[src/rtl/f16_fmac_pkg.sv]
// rtl/f16_fmac_pkg.sv - shared f16 constants and dot-product sequencer state encoding
package f16_fmac_pkg;

    localparam logic [15:0] F16_ZERO = 16'h0000;
    localparam logic [15:0] F16_ONE  = 16'h3C00;

    typedef enum logic [1:0] {
        ST_IDLE = 2'd0,
        ST_ACC  = 2'd1,
        ST_CALC = 2'd2,
        ST_DONE = 2'd3
    } state_t;

endpackage

[src/rtl/f16_fmac_dot_ctrl_if.sv]
// rtl/f16_fmac_dot_ctrl_if.sv - operand and result valid/ready streams of the dot-product engine
interface f16_fmac_dot_ctrl_if #(
    parameter int CNT_W = 9
);
    logic             in_valid;
    logic             in_ready;
    logic [15:0]      in_x;
    logic [15:0]      in_y;
    logic             in_last;
    logic             out_valid;
    logic             out_ready;
    logic [15:0]      out_result;
    logic [CNT_W-1:0] out_terms;
    logic             out_trunc;

    modport master (
        output in_valid, in_x, in_y, in_last, out_ready,
        input  in_ready, out_valid, out_result, out_terms, out_trunc
    );

    modport slave (
        input  in_valid, in_x, in_y, in_last, out_ready,
        output in_ready, out_valid, out_result, out_terms, out_trunc
    );
endinterface

[src/rtl/f16_fmac_normal_no_grs.sv]
// rtl/f16_fmac_normal_no_grs.sv - combinational f16 x*y+z, normal operands only, truncating alignment
module f16_fmac_normal_no_grs (
    input  logic [15:0] i_x,
    input  logic [15:0] i_y,
    input  logic [15:0] i_z,
    output logic [15:0] o_result
);
    logic              w_pz, w_zz, w_ps, w_rs, w_found;
    logic [21:0]       w_pm, w_zm;
    logic signed [7:0] w_pe, w_ze, w_eb, w_diff, w_re;
    logic [22:0]       w_ma, w_mb, w_sum, w_norm;
    logic [4:0]        w_lead;

    // exponent 0 is treated as zero; zero operands get a sentinel exponent so they never win alignment
    assign w_pz = (i_x[14:10] == 5'd0) || (i_y[14:10] == 5'd0);
    assign w_zz = (i_z[14:10] == 5'd0);
    assign w_ps = i_x[15] ^ i_y[15];
    assign w_pm = w_pz ? 22'd0 : ({1'b1, i_x[9:0]} * {1'b1, i_y[9:0]});
    assign w_zm = w_zz ? 22'd0 : {1'b0, 1'b1, i_z[9:0], 10'd0};
    assign w_pe = w_pz ? -8'sd40
                       : ($signed({3'b000, i_x[14:10]}) + $signed({3'b000, i_y[14:10]}) - 8'sd15);
    assign w_ze = w_zz ? -8'sd40 : $signed({3'b000, i_z[14:10]});

    function automatic logic [22:0] shr(input logic [22:0] m, input logic signed [7:0] d);
        return (d > 8'sd22) ? 23'd0 : (m >> d[4:0]);
    endfunction

    always_comb begin
        w_eb   = w_pe;
        w_diff = 8'sd0;
        w_ma   = {1'b0, w_pm};
        w_mb   = {1'b0, w_zm};
        if (w_pe >= w_ze) begin
            w_diff = w_pe - w_ze;
            w_mb   = shr({1'b0, w_zm}, w_diff);
        end else begin
            w_eb   = w_ze;
            w_diff = w_ze - w_pe;
            w_ma   = shr({1'b0, w_pm}, w_diff);
        end

        w_rs  = w_ps;
        w_sum = w_ma + w_mb;
        if (w_ps != i_z[15]) begin
            if (w_ma >= w_mb) begin
                w_sum = w_ma - w_mb;
            end else begin
                w_sum = w_mb - w_ma;
                w_rs  = i_z[15];
            end
        end

        w_lead  = 5'd0;
        w_found = 1'b0;
        for (int i = 0; i < 23; i++) begin
            if (w_sum[i]) begin
                w_lead  = 5'(i);
                w_found = 1'b1;
            end
        end
        w_norm = w_sum << (5'd22 - w_lead);
        w_re   = w_eb + $signed({3'b000, w_lead}) - 8'sd20;

        if (!w_found || w_re <= 8'sd0) begin
            o_result = 16'h0000;
        end else if (w_re >= 8'sd31) begin
            o_result = {w_rs, 5'h1F, 10'd0};
        end else begin
            o_result = {w_rs, w_re[4:0], w_norm[21:12]};
        end
    end
endmodule

[src/rtl/f16_fmac_dot_ctrl.sv]
// rtl/f16_fmac_dot_ctrl.sv - streaming f16 dot-product sequencer around one FMAC
// F16_DOT_OPREG_EN adds operand registers and a CALC state (1 beat per 2 cycles).
module f16_fmac_dot_ctrl
    import f16_fmac_pkg::*;
#(
    parameter int MAX_TERMS = 256,
    parameter int CNT_W     = $clog2(MAX_TERMS + 1)
) (
    input  logic        clk,
    input  logic        rst,
    input  logic        start,
    input  logic [15:0] acc_init,
    output logic        busy,
    f16_fmac_dot_ctrl_if.slave bus
);
    state_t           r_state, w_next;
    logic [15:0]      r_acc, w_fmac, w_x, w_y;
    logic [CNT_W-1:0] r_cnt, w_cnt_inc;
    logic             r_trunc, w_hs, w_close;

    assign w_hs      = (r_state == ST_ACC) && bus.in_valid;
    assign w_cnt_inc = r_cnt + 1'b1;
    // in_last wins over the limit, so trunc is only set when the count alone closed the sum
    assign w_close   = bus.in_last || (w_cnt_inc == CNT_W'(MAX_TERMS));

`ifdef F16_DOT_OPREG_EN
    logic [15:0] r_op_x, r_op_y;
    logic        r_op_close, r_op_last;

    always_ff @(posedge clk or posedge rst) begin
        if (rst) begin
            r_op_x     <= F16_ZERO;
            r_op_y     <= F16_ZERO;
            r_op_close <= 1'b0;
            r_op_last  <= 1'b0;
        end else if (w_hs) begin
            r_op_x     <= bus.in_x;
            r_op_y     <= bus.in_y;
            r_op_close <= w_close;
            r_op_last  <= bus.in_last;
        end
    end
    assign w_x = r_op_x;
    assign w_y = r_op_y;
`else
    assign w_x = bus.in_x;
    assign w_y = bus.in_y;
`endif

    f16_fmac_normal_no_grs u_fmac (
        .i_x      (w_x),
        .i_y      (w_y),
        .i_z      (r_acc),
        .o_result (w_fmac)
    );

    always_ff @(posedge clk or posedge rst) begin
        if (rst) r_state <= ST_IDLE;
        else     r_state <= w_next;
    end

    always_comb begin
        w_next = r_state;
        case (r_state)
            ST_IDLE: if (start) w_next = ST_ACC;
`ifdef F16_DOT_OPREG_EN
            ST_ACC:  if (bus.in_valid) w_next = ST_CALC;
            ST_CALC: w_next = r_op_close ? ST_DONE : ST_ACC;
`else
            ST_ACC:  if (bus.in_valid && w_close) w_next = ST_DONE;
`endif
            ST_DONE: if (bus.out_ready) w_next = ST_IDLE;
            default: w_next = ST_IDLE;
        endcase
    end

    always_comb begin
        bus.in_ready   = 1'b0;
        bus.out_valid  = 1'b0;
        bus.out_result = F16_ZERO;
        bus.out_terms  = '0;
        bus.out_trunc  = 1'b0;
        busy           = (r_state != ST_IDLE);
        case (r_state)
            ST_ACC: bus.in_ready = 1'b1;
            ST_DONE: begin
                bus.out_valid  = 1'b1;
                bus.out_result = r_acc;
                bus.out_terms  = r_cnt;
                bus.out_trunc  = r_trunc;
            end
            default: ;
        endcase
    end

    always_ff @(posedge clk or posedge rst) begin
        if (rst) begin
            r_acc   <= F16_ZERO;
            r_cnt   <= '0;
            r_trunc <= 1'b0;
        end else if ((r_state == ST_IDLE) && start) begin
            r_acc   <= acc_init;
            r_cnt   <= '0;
            r_trunc <= 1'b0;
`ifdef F16_DOT_OPREG_EN
        end else if (r_state == ST_CALC) begin
            r_acc <= w_fmac;
            r_cnt <= w_cnt_inc;
            if (r_op_close) r_trunc <= ~r_op_last;
`else
        end else if (w_hs) begin
            r_acc <= w_fmac;
            r_cnt <= w_cnt_inc;
            if (w_close) r_trunc <= ~bus.in_last;
`endif
        end
    end
endmodule

[src/flat_wrapper.sv]
// flat-port wrapper written by rule: the top's interface ports become plain ports
module f16_fmac_dot_ctrl_flat import f16_fmac_pkg::*;
#(
    parameter int MAX_TERMS = 256,
    parameter int CNT_W     = $clog2(MAX_TERMS + 1)
)
  (clk, rst, start, acc_init, busy, bus_in_valid, bus_in_x, bus_in_y, bus_in_last, bus_out_ready, bus_in_ready, bus_out_valid, bus_out_result, bus_out_terms, bus_out_trunc);
  f16_fmac_dot_ctrl_if #(.CNT_W(CNT_W)) bus_i ();
  input  logic clk;
  input  logic rst;
  input  logic start;
  input  logic [15:0] acc_init;
  output logic busy;
  input wire logic [$bits(bus_i.in_valid)-1:0] bus_in_valid;
  input wire logic [$bits(bus_i.in_x)-1:0] bus_in_x;
  input wire logic [$bits(bus_i.in_y)-1:0] bus_in_y;
  input wire logic [$bits(bus_i.in_last)-1:0] bus_in_last;
  input wire logic [$bits(bus_i.out_ready)-1:0] bus_out_ready;
  output wire logic [$bits(bus_i.in_ready)-1:0] bus_in_ready;
  output wire logic [$bits(bus_i.out_valid)-1:0] bus_out_valid;
  output wire logic [$bits(bus_i.out_result)-1:0] bus_out_result;
  output wire logic [$bits(bus_i.out_terms)-1:0] bus_out_terms;
  output wire logic [$bits(bus_i.out_trunc)-1:0] bus_out_trunc;
  assign bus_i.in_valid = bus_in_valid;
  assign bus_i.in_x = bus_in_x;
  assign bus_i.in_y = bus_in_y;
  assign bus_i.in_last = bus_in_last;
  assign bus_i.out_ready = bus_out_ready;
  assign bus_in_ready = bus_i.in_ready;
  assign bus_out_valid = bus_i.out_valid;
  assign bus_out_result = bus_i.out_result;
  assign bus_out_terms = bus_i.out_terms;
  assign bus_out_trunc = bus_i.out_trunc;
  f16_fmac_dot_ctrl #(.MAX_TERMS(MAX_TERMS), .CNT_W(CNT_W)) u_core (.clk(clk), .rst(rst), .start(start), .acc_init(acc_init), .busy(busy), .bus(bus_i));
endmodule
[config.mk]
export PLATFORM = sky130hd
export DESIGN_NAME = f16_fmac_dot_ctrl_flat
export DESIGN_NICKNAME = d
export VERILOG_FILES = /design/src/rtl/f16_fmac_pkg.sv /design/src/rtl/f16_fmac_dot_ctrl_if.sv /design/src/rtl/f16_fmac_normal_no_grs.sv /design/src/rtl/f16_fmac_dot_ctrl.sv /design/src/flat_wrapper.sv
export SDC_FILE = /design/constraint.sdc
export NUM_CORES = 1
export LEC_CHECK = 0
export BUFFER_PORTS_ARGS = -buffer_cell sky130_fd_sc_hd__buf_4
export CAP_MARGIN = 15
export CORE_ASPECT_RATIO = 0.5
export CORE_MARGIN = 4
export CORE_UTILIZATION = 44
export CTS_CLUSTER_SIZE = 20
export DETAILED_ROUTE_END_ITERATION = 10
export GPL_TIMING_DRIVEN = 0
export HOLD_SLACK_MARGIN = 0.15
export PLACE_DENSITY = 0.58
export SYNTH_ARGS = -nofsm -noshare
export SYNTH_HDL_FRONTEND = slang
export SYNTH_HIERARCHICAL = 1
export SYNTH_SLANG_ARGS = --single-unit
[constraint.sdc]
create_clock -name clk -period 21.6 [get_ports clk]
set_input_delay 4.32 -clock clk [delete_from_list [all_inputs] [get_ports clk]]
set_output_delay 4.32 -clock clk [all_outputs]
set_load 0.03 [all_outputs]
## Word-level counts from Yosys, hierarchy flattened

Cells that the tools add are included.

| storage, ports and cells | value |
|---|---|
| flip-flop bits (word level) | 28 |
| bits in latches | 0 |
| bits in writable memories | 0 |
| bits in read-only memories | 0 |
| input bits | 54 |
| output and inout port bits | 29 |
| logic and storage cells | 126 |
| memories kept | 0 |

| operators by class | value |
|---|---|
| $add $sub $neg | 11 |
| multiply operators | 1 |
| div/mod/pow operators | 0 |
| magnitude comparators | 6 |
| equality and inequality tests | 7 |
| shift operators | 3 |
| muxes and demuxes | 76 |
| bitwise operators | 2 |
| reductions and logical operators | 16 |

Operators with widths:

| kind | count |
|---|---|
| 23-bit 2-to-1 mux | 6 |
| 5-bit 2-to-1 mux | 21 |
| 16-bit 2-to-1 mux | 4 |
| 23-bit subtractor | 2 |
| 1-bit 2-to-1 mux | 32 |
| 9-bit 2-to-1 mux | 3 |
| 8-bit 2-to-1 mux | 3 |
| 23-bit adder | 1 |
| 23-bit >= comparator | 1 |
| 23-bit by 5-bit left shift with 22-bit output | 1 |
| 21-bit by 5-bit right shift with 23-bit output | 1 |
| 22-bit by 5-bit right shift with 23-bit output | 1 |
| 11-bit by 11-bit multiplier with 22-bit output | 1 |
| 22-bit 2-to-1 mux | 1 |
| 21-bit 2-to-1 mux | 1 |
| 8-bit by 6-bit > comparator with 1-bit output, second input constant | 2 |
| 8-bit subtractor | 2 |
| 5-bit zero test | 3 |
| 15-bit 2-to-1 mux | 1 |
| 9-bit by 1-bit adder with 9-bit output, second input constant | 1 |
| 9-bit equality test, second input constant | 1 |
| 8-bit by 6-bit adder with 8-bit output | 1 |
| 8-bit by 6-bit >= comparator with 1-bit output, second input constant | 1 |
| 8-bit >= comparator | 1 |
| other kinds (20) | 30 |

## Depth between registers and ports, before layout

| depth | value |
|---|---|
| word-level depth | 39 |
| gate-level depth with buffers | 70 |
| mapped depth without buffers | 66 |

## Hierarchy

The synthesis kept the hierarchy.

By module, submodules not included:

| module | times used | cells each | area each (um2) | sequential area each (um2) |
|---|---|---|---|---|
| f16_fmac_normal_no_grs | 1 | 1801 | 12685.9 | 0.0 |
| f16_fmac_dot_ctrl | 1 | 185 | 1681.6 | 700.7 |

## Least setup slack after synthesis

Ideal clock, no wire load.

| timing path | value |
|---|---|
| path type | input to register |
| start point | input bus_in_x[3] |
| end point | register u_core.r_acc[7] |
| data arrival time | 16.679 ns |
| slack | 4.838 ns |
| stages on the path | 67 |
| buffers on the path | 6 |
| path through | clkbuf_1 > inv_1 > nor2_1 > fa_1 > ha_1 > fa_1 > inv_1 > fa_1 > inv_1 > fa_1 > ha_1 > inv_1 > o21bai_1 > a21oi_1 > o21bai_1 > a21oi_1 > o21bai_1 > a21oi_1 > [31 not listed] > ha_1 > inv_1 > fa_1 > inv_1 > a21oi_1 > nor2_1 > o21ai_0 > nand2b_1 > a21oi_1 > xnor2_1 > a21boi_0 > o41ai_2 > nor2_1 > and3_1 > a21oi_1 > a221oi_1 > mux2i_1 > o21ai_0 |

| on the way | value |
|---|---|
| cells in the longest elaborated chain, start to end | 37 |
| elaborated cells between the ends (all ways) | 68 |
| those cells by class | 6 x add/sub; 1 x mul; 3 x order compare; 2 x shift; 54 x mux; 2 x reduce/logical |

RTL lines:

| element | RTL line | source |
|---|---|---|
| start, declared | flat_wrapper.sv:15 | `input wire logic [$bits(bus_i.in_x)-1:0] bus_in_x;` |
| 11-bit by 11-bit multiplier with 22-bit output * | f16_fmac_normal_no_grs.sv:18 | `assign w_pm = w_pz ? 22'd0 : ({1'b1, i_x[9:0]} * {1'b1, i_y[9:0]});` |
| 22-bit 2-to-1 mux * | f16_fmac_normal_no_grs.sv:18 |  |
| 22-bit by 5-bit right shift with 23-bit output | f16_fmac_normal_no_grs.sv:25 | `return (d > 8'sd22) ? 23'd0 : (m >> d[4:0]);` |
| 23-bit 2-to-1 mux | f16_fmac_normal_no_grs.sv:25 |  |
| 23-bit 2-to-1 mux * | f16_fmac_normal_no_grs.sv:33 | `if (w_pe >= w_ze) begin` |
| 23-bit subtractor (tied with other cells) | f16_fmac_normal_no_grs.sv:48 | `w_sum = w_mb - w_ma;` |
| 23-bit 2-to-1 mux | f16_fmac_normal_no_grs.sv:45 | `if (w_ma >= w_mb) begin` |
| 23-bit 2-to-1 mux * | f16_fmac_normal_no_grs.sv:44 | `if (w_ps != i_z[15]) begin` |
| [22 not listed] | -- |  |
| 8-bit by 6-bit adder with 8-bit output | f16_fmac_normal_no_grs.sv:62 | `w_re = w_eb + $signed({3'b000, w_lead}) - 8'sd20;` |
| 8-bit by 6-bit subtractor with 8-bit output | f16_fmac_normal_no_grs.sv:62 |  |
| 8-bit by 6-bit >= comparator with 1-bit output or 8-bit by 1-bit <= comparator with 1-bit output (tied branches) | f16_fmac_normal_no_grs.sv:66, f16_fmac_normal_no_grs.sv:64 |  |
| 15-bit 2-to-1 mux or 1-bit logical OR (tied branches) | f16_fmac_normal_no_grs.sv:66, f16_fmac_normal_no_grs.sv:64 |  |
| 16-bit 2-to-1 mux * | f16_fmac_normal_no_grs.sv:64 | `if (!w_found \|\| w_re <= 8'sd0) begin` |
| via u_core.w_fmac[7] | f16_fmac_dot_ctrl.sv:17 | `logic [15:0] r_acc, w_fmac, w_x, w_y;` |
| 16-bit 2-to-1 mux * | f16_fmac_dot_ctrl.sv:111 | `end else if (w_hs) begin` |
| 16-bit 2-to-1 mux * | f16_fmac_dot_ctrl.sv:101 | `end else if ((r_state == ST_IDLE) && start) begin` |
| end signal, assigned | f16_fmac_dot_ctrl.sv:102 | `r_acc <= acc_init;` |
| end signal, assigned | f16_fmac_dot_ctrl.sv:112 | `r_acc <= w_fmac;` |
| end, declared | f16_fmac_dot_ctrl.sv:17 |  |

Mark *: on every way through the listed nets, which the timed path passes. The rest lies on a longest branch. The select of a mux whose other input is x is not followed.
A chain may end at the register's enable or synchronous reset.

## Final worst setup path

| timing path | value |
|---|---|
| start point | input bus_in_x[3] |
| end point | register u_core.r_acc[6] |

The elaborated chain is that of the path after synthesis.

==> flow_metrics.tcl <==
set metrics [dict create \
    fp.dieW_um 264 \
    syn_inst 1986 \
    fin_worst_skew_ps 2.91 \
    grtUsageTotal_pct 27.3 \
    drv_slew 0 \
    fin_ws_ps 1390 \
    cp_data_arrival_time_ps 20400 \
    vias_per_cell 5.93 \
    drt_iter0_drc 1629 \
    final_nets 2368 \
    die-area_um2 35800 \
    io_buffers 79 \
    die_y_um 136 \
    grt_max_degree 19 \
    r2r_setup_slack_ps 7670 \
    dp_hpwl_mm 41.2 \
    hold_ws_ps 552 \
    path_max_fanout 10 \
    slowest_delay_ps 700 \
    synth-edff-count 0 \
    min_to "u_core/r_trunc" \
    drc 0 \
    syn-num-nets 2282 \
    synth_cell_types 108 \
    whs_path_depth 2 \
    crit_top_cell "a21oi_1" \
    clkTransAtPathRegs_ps 70 \
    outcome "completed" \
    grt_first_pass_wirelength_mm 78.8 \
    worstMarginPinSlew_ps 1200 \
    synth_area_per_cell_um2 7.23 \
    min_period_ps 20210 \
    pin_count 83 \
    yosysWarnings 6 \
    drv_cap 0 \
    hold_violations 0 \
    area_growth_pct 8.89 \
    min-delay-start "u_core/r_trunc" \
    firstDrtPassIters 5 \
    hold_class "register to register" \
    numCtsBuffers 3 \
    setup_violations 0 \
    worstPathRequired_ps 21800 \
    cts_buffer_depth 2 \
    reg2reg_to "u_core/r_acc[6]" \
    critPathKind "input port to register" \
    start_util_pct 45.0 \
    cp-start-kind "input port" \
    cts_hold_buf 0 \
    coreArea_um2 31900 \
    drt_wl_total_mm 49.8 \
    post-place-ws_ps 1110 \
    grt_remaining_overflow 0 \
    cp_slowest_cell "or4_4" \
    cts_tree "done" \
    clock_latency_ps 280 \
    fillers 3314 \
    synth_flop_cell "dfrtp_1" \
    clkSinkCount 28 \
    antenna_found_initial 0 \
    async_reset_ff_share_pct 100 \
    postLayoutCoreUtil_pct 49.0 \
    rr_worst_depth 57 \
    relSlewSlack_pct 18.6 \
    place_congestion 1.02 \
    fin_crit_sh_pct 93.6 \
    wire_per_inst_um 19.9 \
    ys_ff_latch 28 \
    ctsHtreeMaxLevel 1 \
    cts_root_buffer "clkbuf_16" \
    fmax_mhz 49.5 \
    reg2reg_from "u_core/r_acc[10]" \
    grt_pass1_vias 13800 \
    ant_nets 0 \
    seq_area_frac_synth_pct 4.88 \
    rsz0062_at_grt "false" \
    setup.worst_path.start "bus_in_x[3]" \
    drive_gt1_share_pct 9.08 \
    finalSetupTns_ps 0 \
    diodes 0 \
    vias 14800 \
    crit_path_end_kind "register" \
    rows 46 \
    synth_area_um2 14400 \
]
-- worst max path at each step --
stage                      endpoint  slack [ps]  depth (start not counted)
detailed placement  u_core/r_acc[6]        1110                         64
global placement    u_core/r_acc[6]        1100                         64
finish              u_core/r_acc[6]        1390                         61
CTS                 u_core/r_acc[6]        1360                         64
global route        u_core/r_acc[6]           9                         65
floorplan           u_core/r_acc[7]        4840                         67
-- what timing repair did --
action / 4_1_cts / 5_1_grt
buffers inserted: 0 / 1
gates resized for setup: 0 / 10
setup endpoints to repair: 0 / 8
-- final cells by class --
cell class                      count  area (um2)  share of cell area (%)
Tap cell                          432         541                    3.45
Inverter                          223         840                    5.37
Buffer                            114         515                    3.29
Clock buffer                        4        88.8                   0.568
Timing Repair Buffer               81         628                    4.01
Sequential cell                    28         701                    4.48
Multi-Input combinational cell   1621       12300                    78.8
-- state kept, by name, summed over array words and instances, names as in the netlist --
register,cells
u_core/r_acc,16
u_core/r_cnt,9
u_core/r_state,2
u_core/r_trunc,1
-- metrics by stage --
stage / std cells / area, um2
floorplan: 1986 / 14400
global placement: 2497 / 15500
detailed placement: 2498 / 15500
CTS: 2502 / 15600
global route: 2503 / 15600
finish: 2503 / 15600
-- cells by family after synthesis --
group | after synthesis | share of synthesized area [%]
adder cells (fa/ha/maj) | 242 | 25.6
flip-flops | 28 | 4.88
AO/OA/AOI/OAI | 552 | 26.0
multiplexers | 91 | 7.36
buffers and inverters | 337 | 9.41
XOR/XNOR | 53 | 3.39
AND/OR/NAND/NOR | 683 | 23.3
-- worst max-delay path, delay by kind of cell --
| family | cells | cell delay (ps) |
|---|---|---|
| AND/OR/NAND/NOR | 9 | 2600 |
| multiplexers | 1 | 140 |
| XOR/XNOR | 1 | 370 |
| adder cells (fa/ha/maj) | 9 | 3580 |
| AO/OA/AOI/OAI | 31 | 7210 |
| buffers and inverters | 10 | 2120 |
-- routing by layer --
layer / up-vias / track usage [%] / wire length, um
met5: - / 0 / 0
met4: 0 / 3.59 / 718
met3: 65 / 4.06 / 4140
met2: 602 / 41.7 / 20900
met1: 7033 / 41.6 / 24100
li1: 7146 / - / -
-- Yosys cell counts, drive strengths merged, types with 15 or more instances --
cell type	n	area, um2
o21ai	131	656
buf	23	160
inv	221	832
fa	87	1740
nand2	200	753
o21a	15	113
o22ai	18	126
and2	60	375
and3	52	338
a31oi	27	199
a21oi	129	646
xnor2	39	357
clkbuf	91	352
mux2i	68	697
nor2b	16	100
nor2	165	622
ha	155	1940
o21bai	26	195
a211oi	23	198
nand2b	26	163
o211ai	30	239
nor3	45	240
a21o	26	195
nand3	49	255
dfrtp	28	701
-- cell usage in the layout (no fill, tap or decap), types with 28 or more instances in the layout --
cell,synthesis,routed
a21oi_1,129,129
and2_1,60,60
and3_1,48,48
buf_4,2,82
clkbuf_1,90,87
dfrtp_1,28,28
fa_1,87,87
ha_1,155,155
inv_1,218,218
mux2i_1,66,66
nand2_1,199,199
nand3_1,47,47
nor2_1,164,164
nor3_1,42,41
o211ai_1,29,29
o21ai_0,127,127
xnor2_1,37,37
Power is left out: the tool's default activity adds up to more than one toggle a clock period on the data nets, which glitch-free logic cannot reach.
